## src/rtl/usr_pkg.sv

```systemverilog
// Shared definitions for the universal shift register.
//   usr_mode_e  : MODE encodings (hold, shift right, shift left, parallel load)
//   usr_state_e : sequencer FSM states (IDLE, SHIFT)
package usr_pkg;

    typedef enum logic [1:0] {
        ModeHold  = 2'b00,
        ModeRight = 2'b01,
        ModeLeft  = 2'b10,
        ModeLoad  = 2'b11
    } usr_mode_e;

    typedef enum logic {
        StIdle  = 1'b0,
        StShift = 1'b1
    } usr_state_e;

endpackage

```

## src/rtl/usr_seq_ctrl.sv

```systemverilog
// Multi-cycle shift sequencer: FSM, shift counter, BUSY and DONE.
// Ports:
//   clk, rst_n      clock, asynchronous active-low reset
//   mode, start     live MODE / START request
//   amt             requested shift count (clamped to WIDTH)
//   rot             live rotate select, latched at START
//   take            a shift request is being accepted this cycle (datapath holds)
//   busy            sequencer is in SHIFT
//   dir_left        latched direction (1 = left)
//   rot_lat         latched rotate select
//   done            one-cycle completion pulse (registered)
module usr_seq_ctrl
    import usr_pkg::*;
#(
    parameter int unsigned WIDTH = 8,
    localparam int unsigned CW = $clog2(WIDTH + 1)
) (
    input  logic          clk,
    input  logic          rst_n,
    input  logic [1:0]    mode,
    input  logic          start,
    input  logic [CW-1:0] amt,
    input  logic          rot,
    output logic          take,
    output logic          busy,
    output logic          dir_left,
    output logic          rot_lat,
    output logic          done
);

    usr_state_e    state_q;
    logic [CW-1:0] count_q;
    logic [CW-1:0] amt_clamped;
    logic          dir_left_q;
    logic          rot_q;
    logic          done_q;

    // Only shift modes form a request; hold/load with START behave as plain MODE.
    assign take        = (state_q == StIdle) && start &&
                         ((mode == ModeRight) || (mode == ModeLeft));
    assign amt_clamped = (amt > CW'(WIDTH)) ? CW'(WIDTH) : amt;

    always_ff @(posedge clk or negedge rst_n) begin
        if (!rst_n) begin
            state_q    <= StIdle;
            count_q    <= '0;
            dir_left_q <= 1'b0;
            rot_q      <= 1'b0;
            done_q     <= 1'b0;
        end else begin
            done_q <= 1'b0;
            case (state_q)
                StIdle: begin
                    if (take) begin
                        if (amt == '0) begin
                            // Zero-length request completes immediately.
                            done_q <= 1'b1;
                        end else begin
                            state_q    <= StShift;
                            count_q    <= amt_clamped;
                            dir_left_q <= (mode == ModeLeft);
                            rot_q      <= rot;
                        end
                    end
                end
                StShift: begin
                    count_q <= count_q - CW'(1);
                    if (count_q == CW'(1)) begin
                        state_q <= StIdle;
                        done_q  <= 1'b1;
                    end
                end
                default: state_q <= StIdle;
            endcase
        end
    end

    assign busy     = (state_q == StShift);
    assign dir_left = dir_left_q;
    assign rot_lat  = rot_q;
    assign done     = done_q;

endmodule

```

## src/rtl/universal_shift_register.sv

```systemverilog
// Universal shift register with hold / shift right / shift left / parallel load,
// plus a multi-cycle shift of AMT positions started by START.
// Optional feature: define USR_ROTATE_EN to add the ROT input (rotate instead of
// taking the serial inputs).
// Ports:
//   E            clock (rising edge)
//   RN           asynchronous active-low reset
//   ROT          rotate select (only with USR_ROTATE_EN)
//   MODE         00 hold, 01 right, 10 left, 11 load
//   D            parallel load data
//   SI_R / SI_L  serial inputs entering at MSB (right) / LSB (left)
//   START, AMT   multi-cycle shift request and amount
//   Q            register contents
//   SO_R / SO_L  Q[0] / Q[WIDTH-1]
//   BUSY, DONE   multi-cycle shift in progress / completion pulse
module universal_shift_register
    import usr_pkg::*;
#(
    parameter int unsigned WIDTH = 8,
    localparam int unsigned CW = $clog2(WIDTH + 1)
) (
    input  logic             E,
    input  logic             RN,
`ifdef USR_ROTATE_EN
    input  logic             ROT,
`endif
    input  logic [1:0]       MODE,
    input  logic [WIDTH-1:0] D,
    input  logic             SI_R,
    input  logic             SI_L,
    input  logic             START,
    input  logic [CW-1:0]    AMT,
    output logic [WIDTH-1:0] Q,
    output logic             SO_R,
    output logic             SO_L,
    output logic             BUSY,
    output logic             DONE
);

    logic [WIDTH-1:0] q_q, q_d;
    logic [WIDTH-1:0] shr, shl;
    logic             take, busy, dir_left, rot_lat, rot_live, rot_sel;

`ifdef USR_ROTATE_EN
    assign rot_live = ROT;
`else
    assign rot_live = 1'b0;
`endif

    usr_seq_ctrl #(
        .WIDTH(WIDTH)
    ) u_seq_ctrl (
        .clk      (E),
        .rst_n    (RN),
        .mode     (MODE),
        .start    (START),
        .amt      (AMT),
        .rot      (rot_live),
        .take     (take),
        .busy     (busy),
        .dir_left (dir_left),
        .rot_lat  (rot_lat),
        .done     (DONE)
    );

    // During SHIFT the rotate select comes from the START-time latch.
    assign rot_sel = busy ? rot_lat : rot_live;
    assign shr     = {(rot_sel ? q_q[0] : SI_R), q_q[WIDTH-1:1]};
    assign shl     = {q_q[WIDTH-2:0], (rot_sel ? q_q[WIDTH-1] : SI_L)};

    always_comb begin
        q_d = q_q;
        if (busy) begin
            q_d = dir_left ? shl : shr;
        end else if (!take) begin
            case (MODE)
                ModeRight: q_d = shr;
                ModeLeft:  q_d = shl;
                ModeLoad:  q_d = D;
                default:   q_d = q_q;
            endcase
        end
    end

    always_ff @(posedge E or negedge RN) begin
        if (!RN) begin
            q_q <= '0;
        end else begin
            q_q <= q_d;
        end
    end

    assign Q    = q_q;
    assign SO_R = q_q[0];
    assign SO_L = q_q[WIDTH-1];
    assign BUSY = busy;

endmodule

```

## config.mk

```make
export PLATFORM = sky130hd
export DESIGN_NAME = universal_shift_register
export DESIGN_NICKNAME = d
export VERILOG_FILES = /design/src/rtl/usr_pkg.sv /design/src/rtl/usr_seq_ctrl.sv /design/src/rtl/universal_shift_register.sv
export SDC_FILE = /design/constraint.sdc
export NUM_CORES = 1
export LEC_CHECK = 0
export CAP_MARGIN = 40
export CORE_MARGIN = 5
export CORE_UTILIZATION = 48
export CTS_BUF_LIST = sky130_fd_sc_hd__clkbuf_8 sky130_fd_sc_hd__clkbuf_16
export DETAILED_ROUTE_END_ITERATION = 12
export GPL_ROUTABILITY_DRIVEN = 0
export PLACE_DENSITY = 0.87
export REMOVE_ABC_BUFFERS = 1
export SYNTH_ARGS = -nofsm -noshare
export SYNTH_HDL_FRONTEND = slang
export SYNTH_HIERARCHICAL = 1
export SYNTH_SLANG_ARGS = --single-unit
export TNS_END_PERCENT = 50
```

## constraint.sdc

```tcl
create_clock -name E -period 1.8 [get_ports E]
set_input_delay 0.45 -clock E [delete_from_list [all_inputs] [get_ports E]]
set_output_delay 0.45 -clock E [all_outputs]
set_load 0.05 [all_outputs]
```

==> impl_results.md, run 1 <==
- Synth Area in Adders: 3.212%
- Worst IR Drop VDD: 1.354 mV
- Via count: 1107
- Clk_skew: 0.003410 ns
- Ys async rst share: 100.0%
- Synth Area in XOR/XNOR: 0%
- Critical path, cell by cell: clkdlybuf4s15_1 -> inv_2 -> ha_4 -> or3b_4 -> clkinv_4 -> or3_4 -> a21o_1 -> o21a_1
- Layout cell share with drive strength beyond 1: 30.19%
- Setup WS post-layout: 0.06543 ns
- Core area: 0.002276 sq mm
- Top cell type's share of synthesized area: 34.26%
- Fin crit period: 1.735 ns
- Final core occ: 70.81%
- Largest net degree at the start of global routing: 25
- Critical Setup Path Class: in -> reg
- Warnings from Yosys: 6
- Buf/Inv on CP: 3
- Initial core utilization: 51.35%
- DIE WIDTH: 59.34 um
- Mux cell area share after synthesis: 16.17%
- CTS sink count: 16
- Startpoint types: input port
- Post-synth top flop: dfrtp_1
- Total Wirelength: 3.062 mm
- Later-pin clock latency in the skew report: 0.25 ns
- Synth cell count leaders: dfrtp_1, o21ai_0, nand2_1
- Number of synthesized flops with an enable pin: 0
- CP delay by family, top: simple AND/OR/NAND/NOR gates
- Global route overflow: 0
- First-pass GRT wire length: 5.009 mm
- Vias/cell: 5.920
- Routed Antenna Nets: 0
- CTS tree: built
- I/O pin count: 31
- Syn Area/Cell: 9.424 sq um
- Final hold violations: 0
- Post-route cell area: 0.001612 sq mm
- Vias in the first global route: 1116
- PortBufs: 30
- Pre-antenna DRT Iters: 4
- Post-synthesis sequential area ratio: 34.26%
- Clk slew on worst S/H paths: 0.06 ns
- PD cells: 1790 mW/mm^2
- Endpoints failing setup: 0
- Crit path max fanout: 3
- Arrival time at the worst endpoint: 1.88 ns
- DIE AREA: 0.003521 sq mm
- Synth area leader: dfrtp_1
- Syn Inst Count: 124
- Fin crit share: 96.37%
- Rows: 17
- Root Buffer: clkbuf_8
- Htree depth: 1
- GR Util All Layers: 18.54%
- Hold crit path type: in -> async
- Area Growth Syn to Fin: 37.90%
- Antenna violations before repair: 0
- WL/cell: 16.37 um
- Critical register-to-register path startpoint: u_seq_ctrl/busy
- Post-synthesis cell type count: 41
- Clock Tree Buf Depth: 2
- Hold_buf cts: 0
- Maxcap violations: 0
- Setup bufs post-CTS: 0
- Crit end category: register
- Max-slew violations: 0
- Crit-path max cell delay: 0.36 ns
- Initial DRC Count: 79
- Mapped Area: 0.001169 sq mm
- Unrepaired setup endpoints after global routing: false
- Die height: 59.34 um
- Total CTS buffers: 3
- Main area contributors after synthesis: dfrtp_1, mux2i_1, mux2_2
- Antenna diodes: 0
- Dpl hpwl: 2.242 mm
- Status: completed
- Area share of and/or/nand/nor cells after synthesis: 13.92%
- DRC viols: 0
- Area post-placement: 0.001528 sq mm
- Critical Path Start: MODE[0]
- Fin nets: 182
- #FFs+latches synth: 16
- Post-Place Setup Slack: -0.6295 ns
- Crit-path slowest cell: or3_4
- Most common cell in the synthesized netlist: dfrtp_1
- Synth Area in Compound Gates: 23.88%
- Main combinational cell family by area after synthesis: compound AO/OA/AOI/OAI gates
- # fillers: 178
- CP required: 1.94 ns
- Fmax: 576.5 MHz
- Static Leakage: 0.7285 nW
==> worst paths after layout <==
check / slack [ns] / cells past startpoint / endpoint
max: 0.07 / 8 / Q[7]
min: 0.53 / 2 / u_seq_ctrl/busy
max reg2reg: 0.35 / 4 / Q[7]
min reg2reg: 0.63 / 2 / u_seq_ctrl/count_q[1]
max in group asynchronous: 1.09 / 2 / u_seq_ctrl/count_q[1]
min in group E: 0.62 / 3 / u_seq_ctrl/dir_left
==> cell usage in the layout (no fill, tap or decap), types with 2 or more instances in the layout <==
cell / synthesis / routed
mux2_4: 2 / 2
a21o_1: 2 / 2
dfrtp_1: 16 / 16
o21ai_0: 14 / 14
ha_1: 3 / 2
buf_4: 3 / 21
mux2_2: 7 / 7
a21oi_1: 5 / 5
inv_1: 5 / 4
nand2_1: 12 / 12
buf_12: 0 / 3
clkdlybuf4s50_1: 0 / 15
o21ai_1: 4 / 4
nor2_4: 2 / 2
nor2_1: 3 / 3
a22oi_1: 8 / 8
clkbuf_8: 0 / 4
mux2i_1: 8 / 8
o21a_1: 2 / 2
==> layout make-up <==
type | instances | area, sq um | area share (%)
Clock buffer | 4 | 55.05 | 3.416
Inverter | 6 | 27.53 | 1.708
Multi-Input combinational cell | 91 | 698.2 | 43.32
Sequential cell | 16 | 400.4 | 24.84
Tap cell | 28 | 35.03 | 2.174
Timing Repair Buffer | 42 | 395.4 | 24.53
==> stage by stage <==
stage | setup TNS (ns) | hold slack (ns) | power (mW) | instances
after global routing | 0 | 0.5607 | 3.063 | 187
final | 0 | 0.5250 | 2.885 | 187
after CTS | 0 | 0.5299 | 2.887 | 187
after detailed placement | -8.409 | 0.6080 | 2.526 | 183
after floorplan | -2.787 | 0.1544 | 1.886 | 113
after global placement | -7.793 | 0.5959 | 2.461 | 183
==> repair_timing <==
item,4_1_cts,5_1_grt
resized for setup,9,4
hold endpoints to repair,0,0
pin swaps,2,1
endpoints found under the setup margin,16,5
==> worst reg2reg max path: cells and delay by family, from the launching register on <==
family	cells	cell delay, ns
and+or+nand+nor	1	0.41
DFF	1	0.38
AOI/OAI and AO/OA	2	0.33
buffers and inverters	1	0.22
==> per-layer routing <==
metal  global-route usage, %  up-vias  part of all wire [%]
met4                   10.36        0                   1.7
met2                   31.05       50                    48
met5                       0        -                     0
li1                        -      518                     -
met1                   22.40      532                    42
met3                   2.832        7                   8.5
==> flip-flops by register name, indices dropped and copies added (netlist names) <==
signal	flops
Q	8
u_seq_ctrl/busy	1
u_seq_ctrl/count_q	4
u_seq_ctrl/dir_left	1
u_seq_ctrl/done	1
u_seq_ctrl/rot_lat	1
==> kinds of logic after synthesis <==
group	after synthesis
DFF	16
AOI/OAI and AO/OA	43
adders and majority gates	3
buffers and inverters	17
other	1
muxes	17
and+or+nand+nor	27
==> where the power goes <==
| part | internal, mW | switching, mW | total (mW) |
|---|---|---|---|
| clock network | 0.194 | 0.125 | 0.319 |
| registers | 0.539 | 0.290 | 0.829 |
| logic | 0.776 | 0.961 | 1.74 |
| total | 1.51 | 1.38 | 2.89 |
Note: power is estimated with default switching activity, not from simulation.
==> run 2, diff against run 1 <==
--- a/config.mk
+++ b/config.mk
@@ -6,7 +6,7 @@
 export NUM_CORES = 1
 export LEC_CHECK = 0
 export CAP_MARGIN = 40
-export CORE_MARGIN = 5
+export CORE_MARGIN = 3
 export CORE_UTILIZATION = 48
 export CTS_BUF_LIST = sky130_fd_sc_hd__clkbuf_8 sky130_fd_sc_hd__clkbuf_16
 export DETAILED_ROUTE_END_ITERATION = 12
==> impl_results.md, run 2 (same netlist as run 1, synthesis figures left out) <==
- Later-pin clock latency in the skew report: 0.24 ns (about the same)
- Fin crit period: 1.659 ns (-0.07587 ns)
- Final core occ: 71.70% (+0.89 points)
- Total Wirelength: 2.941 mm (-4.0%)
- Global route overflow: 0 (unchanged)
- Setup WS post-layout: 0.1413 ns (+0.07587 ns)
- Arrival time at the worst endpoint: 1.78 ns (-0.10 ns)
- CTS tree: built
- Layer with the highest usage: met2
- WL/cell: 15.73 um (-4.0%)
- Unrepaired setup endpoints after global routing: false
- Critical Setup Path Class: in -> reg
- Root Buffer: clkbuf_8
- Clk slew on worst S/H paths: 0.06 ns (about the same)
- Area Growth Syn to Fin: 38.33%
- Startpoint types: input port
- Fmax: 602.9 MHz (+4.6%)
- Max reg flops: 8 (unchanged)
- Endpoints failing setup: 0 (unchanged)
- Total CTS buffers: 3 (unchanged)
- Worst IR Drop VDD: 1.417 mV (+4.7%)
- Area post-placement: 0.001548 sq mm (+1.3%)
- Crit path capture: u_seq_ctrl/rot_lat
- DIE WIDTH: 55.34 um (-6.7%)
- Grt met3 use: 3.505% (+0.67 points)
- Sw frac: 47.84% (+0.16 points)
- Reg2Reg Setup Slack: 0.31 ns (-0.04 ns)
- PortBufs: 30 (unchanged)
- Htree depth: 1 (unchanged)
- Rows: 17 (unchanged)
- Crit path max fanout: 3 (unchanged)
- Via count: 1085 (-2.0%)
- Hold WS: 0.5359 ns (+0.01092 ns)
- Crit end category: register
- Core area: 0.002255 sq mm (-0.93%)
- Status: completed
- Critical Path Start: MODE[1]
- Post-Place Setup Slack: -0.5867 ns (+0.04274 ns)
- Leading cell type in the layout, fill and taps excluded: buf_4
- Setup bufs post-CTS: 0 (unchanged)
- First-pass GRT wire length: 5.050 mm (+0.82%)
- Vias in the first global route: 1107 (-0.81%)
- Met2 GRT Util: 34.46% (+3.4 points)
- Initial DRC Count: 30 (-62%)
- I/O pin count: 31 (unchanged)
- Clk_skew: 0.002764 ns (-0.0006467 ns)
- GR Layer Usage met1: 24.56% (+2.2 points)
- CP required: 1.93 ns (about the same)
- Die height: 55.34 um (-6.7%)
- Antenna diodes: 0 (unchanged)
- Vias/cell: 5.802 (-2.0%)
- DIE AREA: 0.003063 sq mm (-13%)
- Maxcap violations: 0 (unchanged)
- Comb pwr share: 62.0% (+1.8 points)
- Dpl hpwl: 2.146 mm (-4.3%)
- Final hold violations: 0 (unchanged)
- FF-to-FF path depth: 4 (unchanged)
- Layout cell share with drive strength beyond 1: 31.45% (+1.3 points)
- Pre-antenna DRT Iters: 4 (unchanged)
- Clock Tree Buf Depth: 2 (unchanged)
- Routed Antenna Nets: 0 (unchanged)
- Sw Pwr: 1.366 mW (-0.67%)
- Total power: 2.856 mW (-1.0%)
- Fin nets: 183 (+0.55%)
- Commonest cells after routing, fill and taps aside: buf_4, dfrtp_1, clkdlybuf4s50_1
- Fin crit share: 92.15% (-4.2 points)
- Max-slew violations: 0 (unchanged)
- GR Util All Layers: 19.54% (+1.0 points)
- CTS sink count: 16 (unchanged)
- Initial core utilization: 51.83% (+0.48 points)
- R2R Path End: u_seq_ctrl/rot_lat
- Internal: 1.490 mW (-1.3%)
- Hold crit path type: in -> async
- Hold_buf cts: 0 (unchanged)
- Post-route cell area: 0.001617 sq mm (+0.31%)
- Seq pwr share: 28.8% (about the same)
- PD cells: 1767 mW/mm^2 (-1.3%)
- Static Leakage: 0.7307 nW (+0.30%)
- DRC viols: 0 (unchanged)
- Antenna violations before repair: 0 (unchanged)
- Largest net degree at the start of global routing: 25 (unchanged)
- Critical register-to-register path startpoint: u_seq_ctrl/busy
- Clock Power Share: 9.2% (-1.9 points)
run 2: how the worst min path moves through the flow:
stage               slack, ns                     to
floorplan                0.15                   Q[0]
global placement         0.60                   Q[2]
detailed placement       0.61  u_seq_ctrl/count_q[1]
CTS                      0.54                   Q[6]
global route             0.56                   Q[6]
finish                   0.54                   Q[6]
run 2: layer usage:
layer	vias up	share of wire, %
met1	521	43
li1	518	-
met4	0	0.51
met3	2	5.7
met2	44	50
met5	-	0
run 2: power by group through the flow:
stage	clock (mW)	sequential (mW)	combinational [mW]
global placement	0	0.803	1.67
floorplan	0	1.22	0.664
detailed placement	0	0.819	1.74
finish	0.262	0.823	1.77
CTS	0.271	0.813	1.76
global route	0.291	0.852	1.88
run 2: area by class of cell:
cell class                 count  area [sq um]
inverter                       6         23.77
tap                           28         35.03
fill                         161         638.1
clock buffer                   3         41.29
sequential                    16         400.4
multi-input combinational     91         698.2
timing repair buffer          43         417.9
run 2: timing repair:
action | 4_1_cts | 5_1_grt
endpoints found under the setup margin | 16 | 9
pin swaps | 3 | 2
cloned | 0 | 0
resized for setup | 10 | 6
run 2: metrics by stage:
| stage | std cells | TNS, ns |
|---|---|---|
| CTS | 187 | 0 |
| global placement | 184 | -7.701 |
| floorplan | 113 | -2.787 |
| detailed placement | 184 | -8.035 |
| global route | 187 | 0 |
| finish | 187 | 0 |
run 2: worst max-delay path, stage by stage:
cell      delay (ns)
clkbuf_2        0.11
ha_4            0.24
or3b_4          0.38
buf_6           0.13
nor2_4          0.15
mux2_4          0.31
